<file path="src/rtl/line_strobe_decoder_38_pkg.sv">
// Shared constants for the 8-to-3 encoder / 3-to-8 strobe decoder pair.
// The code format {valid, idx[2:0]} is defined here so that both blocks
// agree on where the valid bit sits and how wide the line index is.
package line_strobe_decoder_38_pkg;

   localparam int IDX_W        = 3;
   localparam int LINES        = 1 << IDX_W;
   localparam int CODE_VLD_BIT = 3;

   typedef enum logic [1:0] {
      IDLE  = 2'd0,
      DRIVE = 2'd1,
      GAP   = 2'd2
   } state_t;

endpackage

</file>
<file path="src/rtl/line_strobe_decoder_38_dec_38_onehot.sv">
// Combinational 3-to-8 one-hot decoder.
// Ports:
//   idx    - line index
//   onehot - exactly one bit set, at position idx
module dec_38_onehot
   import line_strobe_decoder_38_pkg::*;
(
   input  logic [IDX_W-1:0] idx,
   output logic [LINES-1:0] onehot
);

   always_comb begin
      onehot      = '0;
      onehot[idx] = 1'b1;
   end

endmodule

</file>
<file path="src/rtl/line_strobe_decoder_38.sv">
// Timed one-hot strobe generator driven by {valid, idx} encoder codes.
// An accepted valid code raises line idx of y for HOLD_CYCLES cycles,
// then the block idles GAP_CYCLES cycles before accepting again. A code
// with the valid bit clear is consumed and answered with null_pulse.
// Ports:
//   clk, rst    - clock, synchronous active-high reset
//   code_in     - {valid, idx[2:0]}, sampled only at accept
//   code_valid  - code_in offered
//   code_ready  - block can accept this cycle (IDLE and not in reset)
//   y           - registered one-hot strobe lines
//   busy        - strobe or gap in progress
//   done        - pulse on the last cycle y is non-zero
//   null_pulse  - pulse after accepting a code whose valid bit is clear
module line_strobe_decoder_38
   import line_strobe_decoder_38_pkg::*;
#(
   parameter int HOLD_CYCLES = 4,
   parameter int GAP_CYCLES  = 1,
   parameter int CNT_W       = 8
) (
   input  logic             clk,
   input  logic             rst,
   input  logic [3:0]       code_in,
   input  logic             code_valid,
   output logic             code_ready,
   output logic [LINES-1:0] y,
   output logic             busy,
   output logic             done,
   output logic             null_pulse
);

   // Counters are loaded with N-1 on entry and leave the state at 0, so
   // they never wrap.
   localparam logic [CNT_W-1:0] HOLD_LD = CNT_W'(HOLD_CYCLES - 1);
   localparam logic [CNT_W-1:0] GAP_LD  = CNT_W'(GAP_CYCLES - 1);

   if (HOLD_CYCLES < 1 || HOLD_CYCLES > (2 ** CNT_W)) begin : g_bad_hold
      $error("line_strobe_decoder_38: HOLD_CYCLES out of range for CNT_W");
   end
   if (GAP_CYCLES < 0 || GAP_CYCLES > (2 ** CNT_W)) begin : g_bad_gap
      $error("line_strobe_decoder_38: GAP_CYCLES out of range for CNT_W");
   end

   state_t           state_q, state_n;
   logic [CNT_W-1:0] cnt_q, cnt_n;
   logic [LINES-1:0] y_n, line;
   logic             null_n;
   logic             accept;
   logic             cnt_zero;

   dec_38_onehot u_dec (
      .idx    (code_in[IDX_W-1:0]),
      .onehot (line)
   );

   assign code_ready = (state_q == IDLE) && !rst;
   assign accept     = code_valid && code_ready;
   assign cnt_zero   = (cnt_q == '0);
   assign busy       = (state_q != IDLE);
   assign done       = (state_q == DRIVE) && cnt_zero;

   always_comb begin
      state_n = state_q;
      cnt_n   = cnt_q;
      y_n     = y;
      null_n  = 1'b0;
      case (state_q)
         IDLE: begin
            if (accept) begin
               if (code_in[CODE_VLD_BIT]) begin
                  state_n = DRIVE;
                  cnt_n   = HOLD_LD;
                  y_n     = line;
               end else begin
                  null_n  = 1'b1;
               end
            end
         end
         DRIVE: begin
            if (cnt_zero) begin
               y_n = '0;
               if (GAP_CYCLES == 0) begin
                  state_n = IDLE;
                  cnt_n   = '0;
               end else begin
                  state_n = GAP;
                  cnt_n   = GAP_LD;
               end
            end else begin
               cnt_n = cnt_q - 1'b1;
            end
         end
         GAP: begin
            if (cnt_zero) begin
               state_n = IDLE;
            end else begin
               cnt_n = cnt_q - 1'b1;
            end
         end
         default: begin
            state_n = IDLE;
            cnt_n   = '0;
            y_n     = '0;
         end
      endcase
   end

   always_ff @(posedge clk) begin
      if (rst) begin
         state_q    <= IDLE;
         cnt_q      <= '0;
         y          <= '0;
         null_pulse <= 1'b0;
      end else begin
         state_q    <= state_n;
         cnt_q      <= cnt_n;
         y          <= y_n;
         null_pulse <= null_n;
      end
   end

endmodule

</file>
<file path="config.mk">
export PLATFORM = sky130hd
export DESIGN_NAME = line_strobe_decoder_38
export DESIGN_NICKNAME = d
export VERILOG_FILES = /design/src/rtl/line_strobe_decoder_38_pkg.sv /design/src/rtl/line_strobe_decoder_38_dec_38_onehot.sv /design/src/rtl/line_strobe_decoder_38.sv
export SDC_FILE = /design/constraint.sdc
export NUM_CORES = 1
export LEC_CHECK = 0
export ABC_CLOCK_PERIOD_IN_PS = 4000
export CORE_ASPECT_RATIO = 1.25
export CORE_UTILIZATION = 45
export DETAILED_ROUTE_END_ITERATION = 7
export PLACE_DENSITY = 0.71
export SYNTH_ARGS = -nofsm -noshare
export SYNTH_HDL_FRONTEND = slang
export SYNTH_SLANG_ARGS = --single-unit
</file>
<file path="constraint.sdc">
create_clock -name clk -period 4 [get_ports clk]
set_input_delay 1 -clock clk [delete_from_list [all_inputs] [get_ports clk]]
set_output_delay 1 -clock clk [all_outputs]
set_load 0.02 [all_outputs]
</file>
==> metrics.txt, run 1 <==
worst hold-check path type reg -> reg; top sig layer met4; Clock transition at path regs 120 ps; Power Density 533 mW/mm^2; setup_tns 0 ps; clock sinks 19; # rows 18; largest net degree at the start of global routing 15; kind of critical path reg -> out; htree depth 1; clk_skew 1.67 ps; routed wl met3 69 um; Die Y 53.6 um; fin area 0.00117 mm^2; remaining routing DRC violations 0; final setup vio count 0; Overflow after GRT 0; Post-Synthesis Cell Area 958 um^2; layout net count 137; Post-Synth XOR/XNOR Area 0%; clock latency on the worst-skew pair 310 ps; Post-DP Area 0.00114 mm^2; fin crit share 89.3%; FILL cells 183; Synth Area in Compound Gates 26.4%; syn avg cell area 8.79 um^2; GR Util All Layers 19.8%; number of DRC markers in iteration 0 19; initial core utilization 48.4%; Crit Path Max Fanout 8; Worst Path Arrival 2570 ps; Antenna Nets Post-Route 0; vias post-DR 897; Hold-fix buffers, CTS 0; Unique masters post-synth 38; Max-slew headroom 49.3%; number of vias per cell 6.10; maximum VDD drop 0.381 mV; Final Wtd Congestion 0.835; fin. max-slew vios 0; IO Port Bufs 18; Synth warnings 0; die width 43.3 um; CTS resizes 0; detailed-route wire length 2110 um; DR WL/cell 14.4 um; Layout area overhead 22.5%; gate count after technology mapping 109; RSZ-0062 raised after global routing no; I/O pin count 19; status completed; root buffer selected by CTS clkbuf_4; Fmax achieved 280 MHz; CP Capture Type primary output; Die ar. 0.00232 mm^2; syn_nets 118; Longest Clk Path Bufs 2; initial antenna violation count 0; CTS Buf Count 3; wire length on met1 993 um; fin util 59.2%; Core Box Area 0.00198 mm^2; leakage power 0.454 nW; sequential share of the synthesized area 39.7%; max_cap viols 0; mux contribution to synthesized area 1.04%; post-synthesis adder-cell area fraction 2.61%; HPWL after detailed placement 1490 um; Tmin final 3570 ps; CTS tree built; Ant. Diodes 0; Final Hold Vio Count 0; #FFs+latches synth 19; CP required 3000 ps; first drt pass iteration count 4; crit start category flop; met2 WL 996 um; simple-gate share of the synthesized area 25.5%; first-pass GRT wire length 3420 um; layout cells sized above 1 7.87%; postcts setup bufs 0; largest family of logic cells by synthesized area compound AO/OA/AOI/OAI gates; actual slew at the worst max-slew pin 761 ps; number of global-route vias before repair 772
[kinds of logic after synthesis]
kind of cell | count (synthesis)
multiplexers | 1
AND/OR/NAND/NOR | 42
AO/OA/AOI/OAI | 35
adder cells (fa/ha/maj) | 2
buffers and inverters | 10
flip-flops | 19
[worst paths after layout]
| check | from | end | slack (ps) | depth (start not counted) |
|---|---|---|---|---|
| min reg2reg | y[5] | y[5] | 470 | 1 |
| max reg2reg | cnt_q[0] | y[3] | 1980 | 6 |
| max | cnt_q[0] | done | 430 | 6 |
| min | y[5] | y[5] | 470 | 1 |
[cells in the mapped netlist (all sizes together)]
cell type | count | area share, %
inv | 5 | 2.0
o22a | 1 | 0.91
nand4 | 1 | 0.65
nor3 | 6 | 3.1
mux2i | 1 | 1.0
o311a | 1 | 1.0
a22o | 4 | 3.7
nor3b | 3 | 2.9
and2 | 1 | 0.65
nor2 | 9 | 3.5
a31oi | 1 | 0.65
nand2 | 4 | 1.6
clkbuf | 3 | 1.2
o22ai | 1 | 0.65
and3b | 1 | 0.91
ha | 2 | 2.6
a32o | 2 | 2.1
nand3 | 1 | 0.52
o31ai | 6 | 5.2
nor2b | 3 | 2.0
dfxtp | 19 | 40
a21o | 3 | 2.3
or3 | 3 | 2.1
or3b | 1 | 0.91
o21bai | 1 | 0.78
o21ai | 3 | 1.6
a32oi | 1 | 0.91
a21oi | 9 | 4.7
buf | 2 | 1.7
or2 | 3 | 2.0
or4 | 6 | 4.7
o2111ai | 2 | 1.8
[final cells by class]
type | instances | area, um^2 | area share (%)
Inverter | 5 | 18.8 | 1.60
Timing Repair Buffer | 19 | 188 | 16.0
Clock inverter | 1 | 7.51 | 0.640
Clock buffer | 3 | 22.5 | 1.92
Tap cell | 20 | 25.0 | 2.13
Sequential cell | 19 | 380 | 32.4
Multi-Input combinational cell | 80 | 532 | 45.3
[worst max-delay path, cell delays in order, from the launching register on]
cell and delay (ps):
dfxtp_1 350, inv_1 120, ha_1 150, or3b_2 500, or2_1 340, nor3_1 160
clkdlybuf4s50_1 630
[cells in the final DEF, fill, tap and decap left out, types with 2 or more instances in the layout]
cell and count:
nor2_1 9, or4_1 6, o2111ai_1 2, o21ai_0 3
clkbuf_4 3, nand2_1 4, ha_1 2, a22o_1 4
nor3b_1 2, dfxtp_1 19, or3_1 2, o31ai_1 5
a32o_1 2, inv_1 5, clkdlybuf4s50_1 18, nor2b_1 3
nor3_1 6, a21o_1 3, a21oi_1 9
[per-layer routing]
layer | vias up | GRT usage [%]
met2 | 22 | 32.3
met4 | 0 | 10.6
met5 | - | 0
met1 | 418 | 24.8
li1 | 449 | -
met3 | 8 | 3.36
[flip-flops by register name, indices dropped and copies added (netlist names)]
register and cells:
state_q 2, y 8, null_pulse 1, cnt_q 8
[power by group]
part / internal, W / switching [W]
logic: 0.000114 / 0.000163
registers: 0.000215 / 0.0000272
clock network: 0.0000382 / 0.0000683
total: 0.000367 / 0.000258
[through the flow]
stage	total power (W)	cells	setup slack, ps	hold WS [ps]
floorplan	0.000478	109	1150	460
global route	0.000675	147	220	496
detailed placement	0.000522	143	599	443
CTS	0.000627	147	431	477
global placement	0.000516	143	628	437
finish	0.000625	147	427	475
(Power assumes the default switching activity.)
==> inputs of run 2 (changes only) <==
==> constraint.sdc (replaced) <==
create_clock -name clk -period 4 [get_ports clk]
set_input_delay 1 -clock clk [delete_from_list [all_inputs] [get_ports clk]]
set_output_delay 1 -clock clk [all_outputs]
set_load 0.05 [all_outputs]
==> metrics.txt, run 2 (synthesis results as in run 1) <==
Worst path max stage delay 820 ps; Antenna Nets Post-Route 0; layout cells sized above 1 8.66%; I/O pin count 19; number of vias per cell 6.06; final setup vio count 0; RSZ-0062 raised after global routing no; clk_skew 4.82 ps; Die Y 53.6 um; CTS tree built; leakage power 0.459 nW; CTS Buf Count 3; Fmax achieved 266 MHz; actual slew at the worst max-slew pin 765 ps; Layout area overhead 23.5%; number of global-route vias before repair 825; Int Power 0.000371 W; die width 43.3 um; status completed; fin. max-slew vios 0; fin crit share 93.8%; Psw 0.000276 W; sequential share of power 37.3%; GR Util All Layers 19.7%; initial core utilization 48.4%; max_cap viols 0; Worst Path Arrival 2750 ps; Ant. Diodes 0; slowest CP cell clkdlybuf4s50_1; critical path, cell by cell inv_1 > ha_1 > or3b_2 > or2_1 > nor3_1 > clkdlybuf4s50_1; # rows 18; detailed-route wire length 2050 um; CP top delay family simple AND/OR/NAND/NOR gates; Core Box Area 0.00198 mm^2; IO Port Bufs 18; Power Density 547 mW/mm^2; root buffer selected by CTS clkbuf_4; CTS resizes 0; number of DRC markers in iteration 0 17; layout net count 137; setup_tns 0 ps; DR WL/cell 14.0 um; postcts setup bufs 0; top flop regs cnt_q: 8 flops, y: 8 flops, state_q: 2 flops; initial antenna violation count 0; Max-slew headroom 49.0%; worst hold-check path type reg -> reg; Die ar. 0.00232 mm^2; Overflow after GRT 0; Longest Clk Path Bufs 2; CP Capture Type primary output; largest net degree at the start of global routing 15; sw frac 42.7%; part of the power in the clock network 15.9%; commonest non-fill, non-tap cell in the layout dfxtp_1; vias post-DR 891; first drt pass iteration count 4; CP required 3000 ps; most frequent cells in the layout dfxtp_1 (19), clkdlybuf4s50_1 (17), nor2_1 (9), a21oi_1 (9); htree depth 1; first-pass GRT wire length 3420 um; clock sinks 19; Tmin final 3750 ps; HPWL after detailed placement 1460 um; clock latency on the worst-skew pair 300 ps; maximum VDD drop 0.308 mV; Final Wtd Congestion 0.859; Hold-fix buffers, CTS 0; remaining routing DRC violations 0; Crit Path Max Fanout 8; crit start category flop; FF-to-FF setup slack 1950 ps; kind of critical path reg -> out; Clock transition at path regs 120 ps; Final Hold Vio Count 0; worst path buffer plus inverter count 2; fin util 59.7%; Hold Slack 469 ps; Comb pwr share 46.9%
run 2: cell types whose count changed in the layout (fill, tap and decap cells not counted), sizes merged:
cell / delta
buf: +1
clkdlybuf4s50: -1
run 2: worst paths after layout:
| kind | startpoint | end | depth (start not counted) |
|---|---|---|---|
| worst max-delay path | cnt_q[0] | done | 6 |
| worst min-delay path | y[7] | y[7] | 1 |
| worst max register to register | cnt_q[0] | y[1] | 6 |
| worst min register to register | y[7] | y[7] | 1 |
run 2: layer usage:
layer | part of all wire (%) | track usage [%] | vias to the layer above
li1 | - | - | 453
met1 | 47 | 24.9 | 413
met2 | 45 | 28.6 | 19
met3 | 4.8 | 5.70 | 6
met4 | 2.2 | 14.1 | 0
met5 | 0 | 0 | -
run 2: worst reg2reg max path, delay by kind of cell (launching register included):
family	cells	cell delay, ps
adder cells (fa/ha/maj)	1	160
AND/OR/NAND/NOR	1	500
AO/OA/AOI/OAI	3	840
flip-flops	1	350
buffers and inverters	1	120
run 2: per-stage QoR:
stage               cell area [um^2]  setup WS (ps)  std cells  power (W)
detailed placement              1150            595        143   0.000545
floorplan                        958            563        109   0.000497
global placement                1150            631        143   0.000539
global route                    1180           68.9        147   0.000702
CTS                             1180            230        147   0.000651
finish                          1180            247        147   0.000648
run 2: power by group through the flow:
stage               registers (W)  clock network [W]  logic (W)
floorplan                0.000243                  0   0.000255
global placement         0.000245                  0   0.000295
detailed placement       0.000246                  0   0.000299
CTS                      0.000241           0.000107   0.000302
global route             0.000247           0.000117   0.000338
finish                   0.000241           0.000103   0.000304
run 2: area by class of cell:
type,count,area [um^2]
sequential,19,380
inverter,5,18.8
tap,20,25.0
fill,187,798
timing repair buffer,19,198
clock buffer,3,22.5
multi-input combinational,80,532
clock inverter,1,7.51
==> inputs of run 3 (changes only) <==
CORE_UTILIZATION = 53   (was 45)
PLACE_DENSITY = 0.82   (was 0.71)
TNS_END_PERCENT = 20   (was not set)
==> metrics.txt, run 3 (synthesis results as in run 1) <==
status completed; clock sinks 19; maximum VDD drop 0.457 mV; actual slew at the worst max-slew pin 735 ps; die width 40.0 um; pre-CTS WS 565 ps; Die ar. 0.00198 mm^2; CP required 3000 ps; Max-slew headroom 51.0%; top flop regs cnt_q: 8 flops, y: 8 flops, state_q: 2 flops; layout net count 138; DR WL/cell 14.3 um; max_cap viols 0; setup_tns 0 ps; HPWL after detailed placement 1550 um; CP Capture Type primary output; PnR worst setup slack 231 ps; Ant. Diodes 0; Clock transition at path regs 100 ps; fin crit share 94.2%; Final Wtd Congestion 0.810; layout cells sized above 1 8.59%; CTS Buf Count 3; first-pass GRT wire length 3640 um; Longest Clk Path Bufs 2; initial antenna violation count 0; final setup vio count 0; clock latency on the worst-skew pair 290 ps; htree depth 1; Overflow after GRT 0; Worst Path Arrival 2770 ps; CTS tree built; Core Box Area 0.00162 mm^2; IO Port Bufs 18; Power Density 549 mW/mm^2; I/O pin count 19; first drt pass iteration count 4; Tmin final 3770 ps; initial core utilization 59.1%; commonest non-fill, non-tap cell in the layout dfxtp_1; number of DRC markers in iteration 0 15; Die Y 49.5 um; postcts setup bufs 0; Final Hold Vio Count 0; number of global-route vias before repair 878; leakage power 0.465 nW; worst hold-check path type reg -> reg; fin. max-slew vios 0; detailed-route wire length 2090 um; RSZ-0062 raised after global routing no; root buffer selected by CTS clkbuf_4; CTS resizes 0; Crit Path Max Fanout 8; number of vias per cell 6.15; # rows 16; Hold-fix buffers, CTS 0; vias post-DR 898; remaining routing DRC violations 0; largest net degree at the start of global routing 16; Fmax achieved 265 MHz; FF-to-FF setup slack 2000 ps; Layout area overhead 23.6%; most frequent cells in the layout dfxtp_1 (19), clkdlybuf4s50_1 (17), nor2_1 (9), a21oi_1 (9); kind of critical path reg -> out; crit start category flop; GR Util All Layers 25.0%; Antenna Nets Post-Route 0; clk_skew 0.897 ps
==> run 3: changes by cell type in the layout (fill, tap and decap cells not counted), sizes merged <==
cell / previous run / this run
buf: 2 / 3
clkbuf: 3 / 4
clkinvlp: 1 / 0
==> run 3: cell type report <==
| cell class | count | area [um^2] |
|---|---|---|
| Inverter | 5 | 18.8 |
| Tap cell | 18 | 22.5 |
| Multi-Input combinational cell | 80 | 532 |
| Clock buffer | 4 | 26.3 |
| Fill cell | 134 | 437 |
| Timing Repair Buffer | 20 | 205 |
| Sequential cell | 19 | 380 |
==> run 3: critical path, cell delays in order, from the launching register on <==
cell and delay [ps]:
dfxtp_1 350, inv_1 120, ha_1 170, or3b_2 500, or2_1 350, nor3_1 160
clkdlybuf4s50_1 820
==> run 3: per-stage QoR <==
stage          hold slack (ps)  util, %  instances  cell area [um^2]  total power (W)
3_3_place_gp               436     71.5        142              1160         0.000536
3_5_place_dp               450     71.5        142              1160         0.000553
4_1_cts                    474     73.1        146              1180         0.000649
5_1_grt                    497     73.1        146              1180         0.000698
6_report                   466     73.1        146              1180         0.000650
2_1_floorplan              460        -        109               958         0.000497
==> run 3: final timing paths <==
kind,cells past startpoint,end,from
worst max register to register,6,cnt_q[0],cnt_q[0]
worst max-delay path,6,done,cnt_q[0]
worst min-delay path,1,y[7],y[7]
worst min register to register,1,y[7],y[7]
==> run 3: power breakdown <==
| part | internal [W] | leakage [nW] | switching (W) |
|---|---|---|---|
| clock | 0.0000388 | 0.0150 | 0.0000573 |
| combinational | 0.000122 | 0.296 | 0.000190 |
| sequential | 0.000215 | 0.154 | 0.0000267 |
==> run 3: metal layers <==
layer	share of wire, %	wire length [um]	up-vias	GRT usage, %
met5	0	0	-	0
met2	50	1040	24	40.1
met4	1.2	26	0	11.5
met1	46	956	420	31.5
met3	3.1	64	4	3.15
li1	-	-	450	-
